## src/rtl/display_scan_ctrl_if.sv

```systemverilog
// Display scan bus: scan enable and digit data in, shared-decoder drive and
// digit enables out. The master side feeds values, the slave side is the
// scan controller.
interface display_scan_ctrl_if #(
  parameter int DIGITS = 4
);
  logic                  en_in;
  logic [4*DIGITS-1:0]   digits_in;
  logic [DIGITS-1:0]     dp_in;
  logic [3:0]            bcd_out;
  logic                  dp_out;
  logic [DIGITS-1:0]     digit_enable;
  logic                  frame_tick_out;

  modport master (
    output en_in, digits_in, dp_in,
    input  bcd_out, dp_out, digit_enable, frame_tick_out
  );

  modport slave (
    input  en_in, digits_in, dp_in,
    output bcd_out, dp_out, digit_enable, frame_tick_out
  );
endinterface

```

## src/rtl/display_scan_ctrl.sv

```systemverilog
// Time-multiplexed scan controller for a multi-digit 7-segment display that
// shares one BCD decoder. Each digit gets BLANK_CYC dead cycles (decoder
// already presented with the next digit, all enables off) followed by
// SHOW_CYC lit cycles. The digit value is snapshotted at the start of every
// frame so a changing input never tears within a frame.
//
// Optional build macro: LEADING_ZERO_BLANK_EN
//   When defined, digits above digit 0 stay dark while they and every more
//   significant digit are zero with no decimal point requested.
//
// Outputs are registered and reflect the scan position held in the state
// registers during the previous cycle; the shadow value being captured on
// the same edge is forwarded so the first BLANK cycle of a frame already
// presents the freshly sampled digit 0.
module display_scan_ctrl #(
  parameter int DIGITS    = 4,
  parameter int SHOW_CYC  = 50000,
  parameter int BLANK_CYC = 500,
  parameter int CNT_W     = 16
) (
  input  logic               clk,
  input  logic               rst,
  display_scan_ctrl_if.slave bus
);

  localparam int IDX_W = (DIGITS > 1) ? $clog2(DIGITS) : 1;

  typedef enum logic {
    BLANK = 1'b0,
    SHOW  = 1'b1
  } state_t;

  state_t              state_reg, state_next;
  logic [CNT_W-1:0]    timer_reg, timer_next;
  logic [IDX_W-1:0]    idx_reg, idx_next;
  logic                wrap_reg, wrap_next;
  logic [4*DIGITS-1:0] shadow_digits_reg, shadow_digits_next;
  logic [DIGITS-1:0]   shadow_dp_reg, shadow_dp_next;

  logic [3:0]          bcd_reg, bcd_next;
  logic                dp_reg, dp_next;
  logic [DIGITS-1:0]   enable_reg, enable_next;
  logic                tick_reg, tick_next;

  logic                show_phase;
  logic                load;
  logic [IDX_W-1:0]    sel_idx;
  logic [3:0]          digit_val [DIGITS];
  logic [DIGITS-1:0]   lit_mask;

  // With no blanking the BLANK state (reachable only from reset or disable)
  // behaves exactly like the first SHOW cycle.
  assign show_phase = (state_reg == SHOW) || (BLANK_CYC == 0);

  // Capture the inputs while sitting in digit 0's dead time (or, without
  // dead time, on the first cycle of digit 0) and continuously while the
  // scan is disabled.
  assign load = !bus.en_in ||
                ((idx_reg == '0) &&
                 ((BLANK_CYC == 0) ? (timer_reg == '0) : (state_reg == BLANK)));

  assign shadow_digits_next = load ? bus.digits_in : shadow_digits_reg;
  assign shadow_dp_next     = load ? bus.dp_in     : shadow_dp_reg;

  // While disabled the decoder is parked on digit 0.
  assign sel_idx = bus.en_in ? idx_reg : '0;

  generate
    for (genvar gi = 0; gi < DIGITS; gi++) begin : g_digit
      assign digit_val[gi] = shadow_digits_next[4*gi +: 4];
    end
  endgenerate

`ifdef LEADING_ZERO_BLANK_EN
  logic [DIGITS-1:0] significant;

  generate
    for (genvar gi = 0; gi < DIGITS; gi++) begin : g_lzb
      assign significant[gi] = (digit_val[gi] != 4'd0) || shadow_dp_next[gi];
      if (gi == 0) begin : g_lsd
        // Units digit is always lit so a zero value still shows "0".
        assign lit_mask[gi] = 1'b1;
      end else begin : g_upper
        assign lit_mask[gi] = |significant[DIGITS-1:gi];
      end
    end
  endgenerate
`else
  assign lit_mask = '1;
`endif

  // Slot sequencing: dead time, lit time, advance digit, flag frame wrap.
  always_comb begin
    state_next = state_reg;
    timer_next = timer_reg;
    idx_next   = idx_reg;
    wrap_next  = 1'b0;
    if (!bus.en_in) begin
      state_next = BLANK;
      timer_next = '0;
      idx_next   = '0;
    end else if (show_phase) begin
      if (timer_reg == CNT_W'(SHOW_CYC - 1)) begin
        timer_next = '0;
        state_next = (BLANK_CYC == 0) ? SHOW : BLANK;
        if (idx_reg == IDX_W'(DIGITS - 1)) begin
          idx_next  = '0;
          wrap_next = 1'b1;
        end else begin
          idx_next = idx_reg + IDX_W'(1);
        end
      end else begin
        timer_next = timer_reg + CNT_W'(1);
      end
    end else begin
      if (timer_reg == CNT_W'(BLANK_CYC - 1)) begin
        timer_next = '0;
        state_next = SHOW;
      end else begin
        timer_next = timer_reg + CNT_W'(1);
      end
    end
  end

  // Output values for the scan position currently held in the registers.
  always_comb begin
    bcd_next    = digit_val[sel_idx];
    dp_next     = shadow_dp_next[sel_idx];
    enable_next = '0;
    tick_next   = bus.en_in && wrap_reg;
    if (bus.en_in && show_phase && lit_mask[idx_reg]) begin
      enable_next[idx_reg] = 1'b1;
    end
  end

  // Scan state, frame snapshot and registered outputs.
  always_ff @(posedge clk or negedge rst) begin
    if (!rst) begin
      state_reg         <= BLANK;
      timer_reg         <= '0;
      idx_reg           <= '0;
      wrap_reg          <= 1'b0;
      shadow_digits_reg <= '0;
      shadow_dp_reg     <= '0;
      bcd_reg           <= '0;
      dp_reg            <= 1'b0;
      enable_reg        <= '0;
      tick_reg          <= 1'b0;
    end else begin
      state_reg         <= state_next;
      timer_reg         <= timer_next;
      idx_reg           <= idx_next;
      wrap_reg          <= wrap_next;
      shadow_digits_reg <= shadow_digits_next;
      shadow_dp_reg     <= shadow_dp_next;
      bcd_reg           <= bcd_next;
      dp_reg            <= dp_next;
      enable_reg        <= enable_next;
      tick_reg          <= tick_next;
    end
  end

  assign bus.bcd_out        = bcd_reg;
  assign bus.dp_out         = dp_reg;
  assign bus.digit_enable   = enable_reg;
  assign bus.frame_tick_out = tick_reg;

endmodule

```

## src/flat_wrapper.sv

```systemverilog
// flat-port wrapper written by rule: the top's interface ports become plain ports
module display_scan_ctrl_flat 
#(
  parameter int DIGITS    = 4,
  parameter int SHOW_CYC  = 50000,
  parameter int BLANK_CYC = 500,
  parameter int CNT_W     = 16
)
  (clk, rst, bus_en_in, bus_digits_in, bus_dp_in, bus_bcd_out, bus_dp_out, bus_digit_enable, bus_frame_tick_out);
  display_scan_ctrl_if #(.DIGITS(DIGITS)) bus_i ();
  input  logic clk;
  input  logic rst;
  input wire logic [$bits(bus_i.en_in)-1:0] bus_en_in;
  input wire logic [$bits(bus_i.digits_in)-1:0] bus_digits_in;
  input wire logic [$bits(bus_i.dp_in)-1:0] bus_dp_in;
  output wire logic [$bits(bus_i.bcd_out)-1:0] bus_bcd_out;
  output wire logic [$bits(bus_i.dp_out)-1:0] bus_dp_out;
  output wire logic [$bits(bus_i.digit_enable)-1:0] bus_digit_enable;
  output wire logic [$bits(bus_i.frame_tick_out)-1:0] bus_frame_tick_out;
  assign bus_i.en_in = bus_en_in;
  assign bus_i.digits_in = bus_digits_in;
  assign bus_i.dp_in = bus_dp_in;
  assign bus_bcd_out = bus_i.bcd_out;
  assign bus_dp_out = bus_i.dp_out;
  assign bus_digit_enable = bus_i.digit_enable;
  assign bus_frame_tick_out = bus_i.frame_tick_out;
  display_scan_ctrl #(.DIGITS(DIGITS), .SHOW_CYC(SHOW_CYC), .BLANK_CYC(BLANK_CYC), .CNT_W(CNT_W)) u_core (.clk(clk), .rst(rst), .bus(bus_i));
endmodule
```

## config.mk

```make
export PLATFORM = sky130hd
export DESIGN_NAME = display_scan_ctrl_flat
export DESIGN_NICKNAME = d
export VERILOG_FILES = /design/src/rtl/display_scan_ctrl_if.sv /design/src/rtl/display_scan_ctrl.sv /design/src/flat_wrapper.sv
export SDC_FILE = /design/constraint.sdc
export NUM_CORES = 1
export LEC_CHECK = 0
export BUFFER_PORTS_ARGS = -buffer_cell sky130_fd_sc_hd__buf_2
export CAP_MARGIN = 20
export CORE_ASPECT_RATIO = 0.8
export CORE_UTILIZATION = 45
export DETAILED_ROUTE_END_ITERATION = 8
export SYNTH_ARGS = -nofsm -noshare
export SYNTH_HDL_FRONTEND = slang
export SYNTH_SLANG_ARGS = --single-unit
```

## constraint.sdc

```tcl
create_clock -name clk -period 2.7 [get_ports clk]
set_input_delay 0.135 -clock clk [delete_from_list [all_inputs] [get_ports clk]]
set_output_delay 0.135 -clock clk [all_outputs]
set_load 0.005 [all_outputs]
```

After elaboration in Yosys (flattened, before gate mapping)

Cells that the tools add are included.
W data, S select, Z words.

Flip-flop bits (word level): 50
Word-level logic and storage cells: 61
Output and inout port bits: 10

$lt $le $gt $ge: 4
$add $sub $neg: 2
Equality and inequality tests: 5
Bitwise gates (word level): 2
Multiplexer cells: 29
Reduce and logical (&&, ||, !) cells: 9

Operators with widths:

| operator                | count |
|---|---|
| $mux W16                | 5 |
| $add A16 B1 Y16 const B | 1 |
| $eq A16 B16 Y1 const B  | 1 |
| $eq A16 B9 Y1 const B   | 1 |
| $mux W4                 | 4 |
| $mux W1                 | 11 |
| $mux W2                 | 5 |
| $bmux W4 S2             | 1 |
| $lt A2 B3 Y1 const B    | 2 |
| $logic_and A1 B1 Y1     | 5 |
| $bmux W1 S2             | 2 |
| $ne A2 B1 Y1 const B    | 2 |
| $ge A3 B3 Y1 const B    | 1 |
| $not A2 Y3              | 1 |
| $add A2 B1 Y2 const B   | 1 |
| $demux W1 S2            | 1 |
| $eq A2 B2 Y1 const B    | 1 |
| $ge A2 B1 Y1 const B    | 1 |
| $logic_not A2 Y1        | 1 |
| $reduce_and A2 Y1       | 1 |
| $logic_not A1 Y1        | 1 |
| $logic_or A1 B1 Y1      | 1 |
| $not A1 Y1              | 1 |

Logic depth before layout (Yosys ltp)

Gate-level depths: netlist (run 1).

Word-level depth: 7
Depth in mapped cells: 8
Depth with buffers taken out: 6

Worst setup path before layout (run 1)

OpenSTA, ideal clock, no wires.

Path kind: reg-to-reg
Start point: register u_core.idx_reg[0]
End point: register u_core.bcd_reg[2] (netlist: u_core.bus.bcd_out[2])
Slack: 0.473 ns
Setup time: 0.123 ns
Buffers on the path: 2
Clock period less this slack: 2.227 ns
Stages on the path, launching flop included: 8
Data arrival time: 2.105 ns
Cells stage by stage: dfrtp_1 -> clkbuf_1 -> inv_1 -> ha_1 -> nand2b_1 -> buf_2 -> mux4_2 -> o221a_2

Word-level cells in the longest chain between the ends: 7
Elaborated cells on any way between the ends: 9
Classes of those cells: mux: 5; bitwise: 1; reduce/logical: 3

RTL lines:

| what                                           | line                     | text |
|---|---|---|
| start: declaration                             | display_scan_ctrl.sv:35  | `logic [IDX_W-1:0] idx_reg, idx_next;` |
| start signal: assignment                       | display_scan_ctrl.sv:152 | `idx_reg <= idx_next;` |
| $logic_not A2 Y1                               | display_scan_ctrl.sv:59  | `((idx_reg == '0) &&` |
| $logic_and A1 B1 Y1                            | display_scan_ctrl.sv:59  |  |
| $logic_or A1 B1 Y1                             | display_scan_ctrl.sv:58  | `assign load = !bus.en_in \|\|` |
| $mux W16                                       | display_scan_ctrl.sv:62  | `assign shadow_digits_next = load ? bus.digits_in : shadow_digits_reg;` |
| $bmux W4 S2 (*)                                | display_scan_ctrl.sv:127 | `bcd_next = digit_val[sel_idx];` |
| $mux W4 (not written as such) (*) (2 in a row) | display_scan_ctrl.sv:127 |  |
| via u_core.bcd_next[2]                         | display_scan_ctrl.sv:40  | `logic [3:0] bcd_reg, bcd_next;` |
| end signal: assignment                         | display_scan_ctrl.sv:156 | `bcd_reg <= bcd_next;` |
| end: declaration                               | display_scan_ctrl.sv:40  |  |

The timed path passes the listed nets; every way through them passes the cells marked *. The select of a mux whose other input is x is not followed.
A chain may end at the register's enable or synchronous reset.

Worst setup path in the final report (run 1)

Start point: register u_core.timer_reg[2]
End point: register u_core.timer_reg[2]

Word-level cells in the longest chain between the ends: 4
Elaborated cells on any way between the ends: 7
Classes of those cells: add/sub: 1; eq/ne: 2; mux: 4

RTL lines:

| what                                          | line                                               | text |
|---|---|---|
| start: declaration                            | display_scan_ctrl.sv:34                            | `logic [CNT_W-1:0] timer_reg, timer_next;` |
| start signal: assignment                      | display_scan_ctrl.sv:151                           | `timer_reg <= timer_next;` |
| $add A16 B1 Y16, or another cell as far along | display_scan_ctrl.sv:113, display_scan_ctrl.sv:120 |  |
| $mux W16, on equally long branches            | display_scan_ctrl.sv:116, display_scan_ctrl.sv:103 |  |
| $mux W16 (*)                                  | display_scan_ctrl.sv:102                           | `end else if (show_phase) begin` |
| $mux W16 (*)                                  | display_scan_ctrl.sv:98                            | `if (!bus.en_in) begin` |
| via u_core.timer_next[2]                      | display_scan_ctrl.sv:34                            |  |

The timed path passes the listed nets; every way through them passes the cells marked *.

==> results.toml, run 1 <==
[run_status]
status = "completed"

[placed_design]
placedCellCount = 293
gp_congestion = 0.736
port_buffers = 32
placed_area_mm2 = 0.00265
dpl.hpwl_um = 3280

[power_and_ir_drop]
ir_drop_mv = 0.326
power_switching_mw = 0.294
switching_share_pct = 19.5
power_density_mw_per_mm2 = 537
p_int_mw = 1.21
pwr-share-comb_pct = 5.9
pwr-share-clk_pct = 42.1
leakagePower_nw = 1.24
seqPwrFrac_pct = 52.0

[routing]
drc = 0
route.met3.wl_um = 227
dr_wl_met2_um = 1880
vias = 1691
wirelength_um = 4600
wl_met1_um = 2480
drt.antenna.violating_nets = 0
dr.first_iter.drc_count = 68
avgViaCountPerCell = 5.60
wire_per_inst_um = 15.2
top_layer = "met4"
firstDrtPassIters = 4

[clock_tree]
cts_root_buf = "clkbuf_8"
cts.sinks = 50
clockBufferDepth = 2
clkLatencyLatePin_ns = 0.30
postCtsSetupBuffers = 0
htree_num_levels = 2
cts_tree = "yes"
clk_pin_slew_worst_paths_ns = 0.09
cts_made_buffers = 5

[final_layout]
stdcell_count = 302
final_layout_size_suffix_gt1_share_pct = 31.7
final_area_mm2 = 0.00280
n_fill_cell = 414
fin_nets = 267
area_growth_pct = 16.7
antenna_cells = 0

[synthesis]
yosys_warnings = 0
synth-seq-area-share_pct = 52.1
netlist_area_mm2 = 0.00240
synth_edf_count = 0
ys_top_cells_by_count = "dfrtp_1, nor3_1, mux2_2"
synth_most_common_cell = "dfrtp_1"
async_flop_share_pct = 100
yosysUniqueCellTypes = 38
yosys_register_bits = 50
syn_inst = 202
syn_nets = 230
ys.flop_type = "dfrtp_1"
avgSynthCellArea_um2 = 11.9
netlist_top_cells_area = "dfrtp_1, mux2_2, xnor2_1"
netlist.area_leader.share_pct = 52.1
synth_top_area_cell = "dfrtp_1"

[setup_path]
worst-path-max-fanout = 11
crit_path_cell_trace = "or4_1 -> or3_4 -> nor4_4 -> buf_4 -> nor3_1"
crit_family = "simple AND/OR/NAND/NOR gates"
start_kind = "register"
cp_num_buf_inv = 1
critical_path_required_ns = 2.88
critical_path_arrival_ns = 2.29
crit_path_top_delay_cell = "or4_1"
end_kind = "register"
slowest_delay_ns = 0.55
criticalPathCategory = "register to register"

[global_routing]
grt_pass1_wl_um = 7900
track_usage_pct = 18.1
grt.overflow.total = 0
grt_max_degree = 32
grt_pass1_vias = 1562
antenna_found_initial = 0

[timing]
fin_setup_tns_ns = 0
slew_violations = 0
setup_viol = 0
fin_skew_ns = 0.00633
worstMarginPinSlew_ns = 0.452
period_share_pct = 78.3
period_minus_slack_ns = 2.12
relSlewSlack_pct = 69.6
fmax_mhz = 473
hold_viol = 0
rsz0062_at_grt = "false"

[worst_hold_path]
worstHoldPathType = "input pin to register"

[floorplan]
die_w_um = 83.7
ioPinCount = 33
coreArea_mm2 = 0.00506
start_util_pct = 47.5
die_h_um = 67.4
rows = 23
die-area_mm2 = 0.00564

[run]
maxCapViolations = 0
-- routing by layer --
metal / vias to the layer above / global-route usage, %
li1: 809 / -
met1: 832 / 27.6
met2: 48 / 25.6
met3: 2 / 4.16
met4: 0 / 5.08
met5: - / 0
-- power by group through the flow --
stage,combinational (mW),clock [mW],sequential (mW)
final,0.0892,0.633,0.783
after global routing,0.101,0.682,0.785
after CTS,0.0912,0.652,0.782
after detailed placement,0.0897,0,0.797
after global placement,0.0860,0,0.797
after floorplan,0.0424,0,0.795
-- worst paths after layout --
| check | start | endpoint | slack [ns] | cells after the start |
|---|---|---|---|---|
| max | u_core.timer_reg[2] | u_core.timer_reg[2] | 0.58 | 5 |
| min | bus_dp_in[0] | u_core.shadow_dp_reg[0] | 0.05 | 2 |
| max reg2reg | u_core.timer_reg[2] | u_core.timer_reg[2] | 0.58 | 5 |
| min reg2reg | u_core.wrap_reg | u_core.bus.frame_tick_out | 0.47 | 1 |
| min in group asynchronous | rst | u_core.shadow_digits_reg[1] | 0.32 | 2 |
| max in group asynchronous | rst | u_core.timer_reg[3] | 1.87 | 3 |
-- cell families (layout without fill, tap and decap cells) --
logic type	Yosys count	after routing	synth area share, %
AND/OR/NAND/NOR	74	74	17.8
flip-flops	50	50	52.1
multiplexers	24	24	13.5
AO/OA/AOI/OAI	18	18	5.52
buffers and inverters	16	54	3.07
XOR/XNOR	15	15	5.47
adder cells (fa/ha/maj)	5	5	2.60
-- stage by stage --
step	total power, mW	setup slack, ns	hold slack [ns]	util [%]
2_1_floorplan	0.837	0.473	-0.161	-
3_3_place_gp	0.883	0.604	0.356	52.0
3_5_place_dp	0.887	0.609	0.110	52.3
4_1_cts	1.53	0.571	0.0340	55.4
5_1_grt	1.57	0.443	0.0457	55.4
6_report	1.50	0.585	0.0511	55.4
-- cell type report --
type                       instances  area (um^2)  area share (%)
clock buffer                       6         82.6            2.95
clock inverter                     2         60.1            2.14
inverter                           7         26.3           0.937
multi-input combinational        136         1080            38.5
sequential                        50         1250            44.6
tap                               62         77.6            2.77
timing repair buffer              39          228            8.12
-- cells in the final DEF (no fill, tap or decap), types with 6 or more instances in the layout --
cell,n
clkbuf_8,6
xnor2_1,14
buf_2,32
nor2_1,7
nand3_1,10
nor3_1,19
nand2_1,10
o21ai_0,6
and3_1,7
inv_1,7
dfrtp_1,50
mux2_2,18
-- repair_timing --
item | CTS | global route
resized for setup | 0 | 0
hold buffers | 1 | 0
hold endpoints to repair | 19 | 0
No activity file was read; power rests on OpenSTA's default activity.
==> run 2: changes to the inputs <==
==> constraint.sdc (replaced) <==
create_clock -name clk -period 2.05 [get_ports clk]
set_input_delay 0.1025 -clock clk [delete_from_list [all_inputs] [get_ports clk]]
set_output_delay 0.1025 -clock clk [all_outputs]
set_load 0.005 [all_outputs]
==> results.toml, run 2 (same netlist as run 1, synthesis figures left out) <==
[final_layout]
antenna_cells = 0
multi_input_area_mm2 = 0.00108
fin_nets = 273
layout.area.seq_mm2 = 0.00125
n_fill_cell = 449
layout_commonest_cell = "dfrtp_1"
final_layout_size_suffix_gt1_share_pct = 32.9
area_growth_pct = 17.4
layout_common_cells = "dfrtp_1, buf_2, nor3_1"

[global_routing]
grt_max_degree = 26
grt.overflow.total = 0
grt_pass1_vias = 1627
grt_pass1_wl_um = 7950
antenna_found_initial = 0
track_usage_pct = 18.5

[floorplan]
coreArea_mm2 = 0.00506
ioPinCount = 33
rows = 23
start_util_pct = 47.5
die_h_um = 67.4
die-area_mm2 = 0.00564
die_w_um = 83.7

[power_and_ir_drop]
finalPower_mw = 1.74
leakagePower_nw = 1.25
power_density_mw_per_mm2 = 615
ir_drop_mv = 0.440

[worst_hold_path]
hold_depth = 2
hp-start = "bus_digits_in[3]"
worstHoldPathType = "input pin to register"
min_to = "u_core.shadow_digits_reg[3]"

[timing]
fin_skew_ns = 0.00372
fmax_mhz = 527
period_minus_slack_ns = 1.90
relSlewSlack_pct = 64.5
slew_violations = 0
fin_hold_ws_ns = 0.0236
worstMarginPinSlew_ns = 0.532
fin_setup_tns_ns = 0
hold_viol = 0
setup_viol = 0
period_share_pct = 92.5
rsz0062_at_grt = "false"

[routing]
drt.antenna.violating_nets = 0
wire_per_inst_um = 15.1
drc = 0
vias = 1674
firstDrtPassIters = 4
avgViaCountPerCell = 5.44
wirelength_um = 4660
dr.first_iter.drc_count = 80

[setup_path]
r2r_end = "u_core.timer_reg[13]"
slowest_delay_ns = 0.55
regToRegStartpoint = "u_core.timer_reg[2]"
critical_path_arrival_ns = 2.09
cp_num_buf_inv = 1
rrSetupSlack_ns = 0.15
start_kind = "register"
r2r_cells = 5
critical_path_required_ns = 2.24
crit_family = "simple AND/OR/NAND/NOR gates"
worst-path-max-fanout = 16
criticalPathCategory = "register to register"
end_kind = "register"
crit_path_cell_trace = "or4_1 -> or3_4 -> nor4_4 -> buf_12 -> nor3_1"
crit_path_top_delay_cell = "or4_1"

[clock_tree]
cts_root_buf = "clkbuf_8"
htree_num_levels = 2
cts_tree = "yes"
clkLatencyLatePin_ns = 0.30
cts.sinks = 50
cts_made_buffers = 5
cts_resized = 0
clk_pin_slew_worst_paths_ns = 0.09
clockBufferDepth = 2

[placed_design]
dpl.hpwl_um = 3490
port_buffers = 32
gp_congestion = 0.788

[run]
maxCapViolations = 0

[run_status]
status = "completed"
==> run 2: cell types whose count changed in the layout (fill, tap and decap cells not counted) <==
cell / previous run / this run
buf_4: 5 / 9
buf_12: 1 / 3
clkinv_2: 0 / 1
clkbuf_1: 0 / 1
bufinv_16: 2 / 0
==> run 2: power by group <==
| part | switching, mW | internal [mW] | leakage, nW | total [mW] |
|---|---|---|---|---|
| clock | 0.314 | 0.273 | 0.0482 | 0.587 |
| sequential | 0.0146 | 1.02 | 0.638 | 1.03 |
| combinational | 0.0595 | 0.0600 | 0.565 | 0.119 |
==> run 2: what timing repair did <==
action | 4_1_cts | 5_1_grt
setup buffers | 0 | 0
hold endpoints to repair | 23 | 0
hold buffers | 1 | 0
endpoints found under the setup margin | 0 | 0
==> run 2: through the flow <==
step / setup slack, ns / utilization, % / std cells / cell area [um^2]
2_1_floorplan: 0.0231 / - / 202 / 2410
3_3_place_gp: 0.165 / 53.7 / 299 / 2720
3_5_place_dp: 0.163 / 53.7 / 299 / 2720
4_1_cts: 0.150 / 55.7 / 308 / 2820
5_1_grt: 0.0257 / 55.7 / 308 / 2820
6_report: 0.153 / 55.7 / 308 / 2820
==> run 2: worst max-delay path by stage <==
| stage | startpoint | to | cells past startpoint |
|---|---|---|---|
| after floorplan | u_core.idx_reg[0] | u_core.bus.bcd_out[0] | 8 |
| after global placement | u_core.timer_reg[2] | u_core.timer_reg[12] | 5 |
| after detailed placement | u_core.timer_reg[2] | u_core.timer_reg[13] | 5 |
| after CTS | u_core.timer_reg[2] | u_core.timer_reg[13] | 5 |
| after global routing | u_core.idx_reg[1] | u_core.bus.dp_out | 7 |
| final | u_core.timer_reg[2] | u_core.timer_reg[13] | 5 |
==> run 2: area by class of cell <==
type | instances | area share (%)
clock inverters | 1 | 0.177
well taps | 62 | 2.75
multi-input cells | 136 | 38.2
inverters | 7 | 0.931
flip-flops and latches | 50 | 44.3
repair buffers | 45 | 10.5
clock buffers | 7 | 3.06
==> run 2: per-layer routing <==
layer  track usage [%]  routed length, um
met1              27.4               2530
met2              27.0               1930
met3              4.03                152
met4              5.93                 43
met5                 0                  0
==> run 3: changes to the inputs <==
--- a/config.mk
+++ b/config.mk
@@ -10,6 +10,8 @@
 export CORE_ASPECT_RATIO = 0.8
 export CORE_UTILIZATION = 45
 export DETAILED_ROUTE_END_ITERATION = 8
+export PLACE_DENSITY = 0.66
+export SLEW_MARGIN = 20
 export SYNTH_ARGS = -nofsm -noshare
 export SYNTH_HDL_FRONTEND = slang
 export SYNTH_SLANG_ARGS = --single-unit
==> results.toml, run 3 (same netlist as run 1, synthesis figures left out) <==
[placed_design]
dpl.hpwl_um = 3170
gp_congestion = 0.811
port_buffers = 32
place_ws_ns = 0.156

[timing]
slew_violations = 0
fmax_mhz = 523
rsz0062_at_grt = "false"
worstMarginPinSlew_ns = 0.609
hold_viol = 0
fin_setup_tns_ns = 0
period_share_pct = 93.2
setup_viol = 0
fin_ws_ns = 0.139
relSlewSlack_pct = 59.4
period_minus_slack_ns = 1.91
fin_skew_ns = 0.00874

[power_and_ir_drop]
power_density_mw_per_mm2 = 652
pwr-share-comb_pct = 6.4
leakagePower_nw = 1.24
ir_drop_mv = 0.451
power_switching_mw = 0.387
switching_share_pct = 21.2
pwr-share-clk_pct = 37.2
seqPwrFrac_pct = 56.4
p_int_mw = 1.44
finalPower_mw = 1.83

[floorplan]
ioPinCount = 33
start_util_pct = 47.5
die-area_mm2 = 0.00564
die_w_um = 83.7
coreArea_mm2 = 0.00506
die_h_um = 67.4
rows = 23

[setup_path]
r2r_end = "u_core.timer_reg[13]"
crit_path_cell_trace = "or4_1 -> or3_4 -> nor4_4 -> buf_4 -> nor3_1"
critical_path_arrival_ns = 2.10
regToRegStartpoint = "u_core.timer_reg[2]"
critical_path_required_ns = 2.24
slowest_delay_ns = 0.55
criticalPathCategory = "register to register"
cp-startpoint = "u_core.timer_reg[2]"
crit_path_top_delay_cell = "or4_1"
end_kind = "register"
rrSetupSlack_ns = 0.14
start_kind = "register"
r2r_cells = 5
worst-path-max-fanout = 10

[worst_hold_path]
worstHoldPathType = "input pin to register"
hold_depth = 2
hp-start = "bus_dp_in[0]"
min_to = "u_core.shadow_dp_reg[0]"

[routing]
firstDrtPassIters = 4
drt.antenna.violating_nets = 0
wire_per_inst_um = 14.9
vias = 1674
drc = 0
dr.first_iter.drc_count = 89
wirelength_um = 4530
avgViaCountPerCell = 5.49

[clock_tree]
clockBufferDepth = 2
cts_made_buffers = 5
clkLatencyLatePin_ns = 0.30
cts.sinks = 50
cts_root_buf = "clkbuf_8"
cts_resized = 0
cts_tree = "yes"
postCtsSetupBuffers = 0
htree_num_levels = 2
clk_pin_slew_worst_paths_ns = 0.09
hold_buffers = 1

[global_routing]
grt_max_degree = 51
grt.overflow.total = 0
grt_pass1_wl_um = 7860
track_usage_pct = 18.0
antenna_found_initial = 0
grt_pass1_vias = 1556

[run_status]
status = "completed"

[final_layout]
layout_commonest_cell = "dfrtp_1"
area_growth_pct = 16.6
layout_common_cells = "dfrtp_1, buf_2, nor3_1"
fin_nets = 270
antenna_cells = 0
final_layout_size_suffix_gt1_share_pct = 31.7

[run]
maxCapViolations = 0
## run 3: cell types whose count changed in the layout (fill, tap and decap cells not counted), sizes merged
cell,change
buf,-3
bufinv,+1
clkinv,-1
## run 3: how the worst max path moves through the flow
stage / slack [ns] / endpoint
after floorplan: 0.02 / u_core.bus.bcd_out[0]
after global placement: 0.15 / u_core.timer_reg[1]
after detailed placement: 0.16 / u_core.timer_reg[1]
after CTS: 0.13 / u_core.timer_reg[1]
after global routing: 0.03 / u_core.timer_reg[13]
final: 0.14 / u_core.timer_reg[13]
## run 3: layer usage
| layer | vias up | wire (um) | track usage (%) |
|---|---|---|---|
| li1 | 814 | - | - |
| met1 | 821 | 2360 | 27.1 |
| met2 | 36 | 1950 | 25.8 |
| met3 | 3 | 197 | 3.79 |
| met4 | 0 | 25 | 6.36 |
| met5 | - | 0 | 0 |
## run 3: worst max-delay path: cells and delay by family (launching register included)
kind,cells,cell delay (ns)
buffers and inverters,1,0.22
flip-flops,1,0.44
AND/OR/NAND/NOR,4,1.15
## run 3: cell type report
| type | instances | area, um^2 |
|---|---|---|
| clock inverters | 1 | 30.0 |
| clock buffers | 7 | 76.3 |
| repair buffers | 42 | 263 |
| flip-flops and latches | 50 | 1250 |
| well taps | 62 | 77.6 |
| multi-input cells | 136 | 1080 |
| inverters | 7 | 26.3 |
| fillers | 458 | 2260 |
## run 3: through the flow
stage	hold WS, ns	util (%)	area, um^2	std cells
5_1_grt	0.0184	55.3	2800	305
2_1_floorplan	-0.193	-	2410	202
4_1_cts	0.0105	55.3	2800	305
6_report	0.0262	55.3	2800	305
3_5_place_dp	0.247	53.0	2690	296
3_3_place_gp	0.247	53.0	2690	296
## run 3: power by group through the flow
stage / clock network (mW) / registers (mW) / logic (mW)
after CTS: 0.701 / 1.03 / 0.120
after detailed placement: 0 / 1.05 / 0.118
after floorplan: 0 / 1.05 / 0.0558
after global placement: 0 / 1.05 / 0.117
final: 0.680 / 1.03 / 0.117
after global routing: 0.738 / 1.03 / 0.132
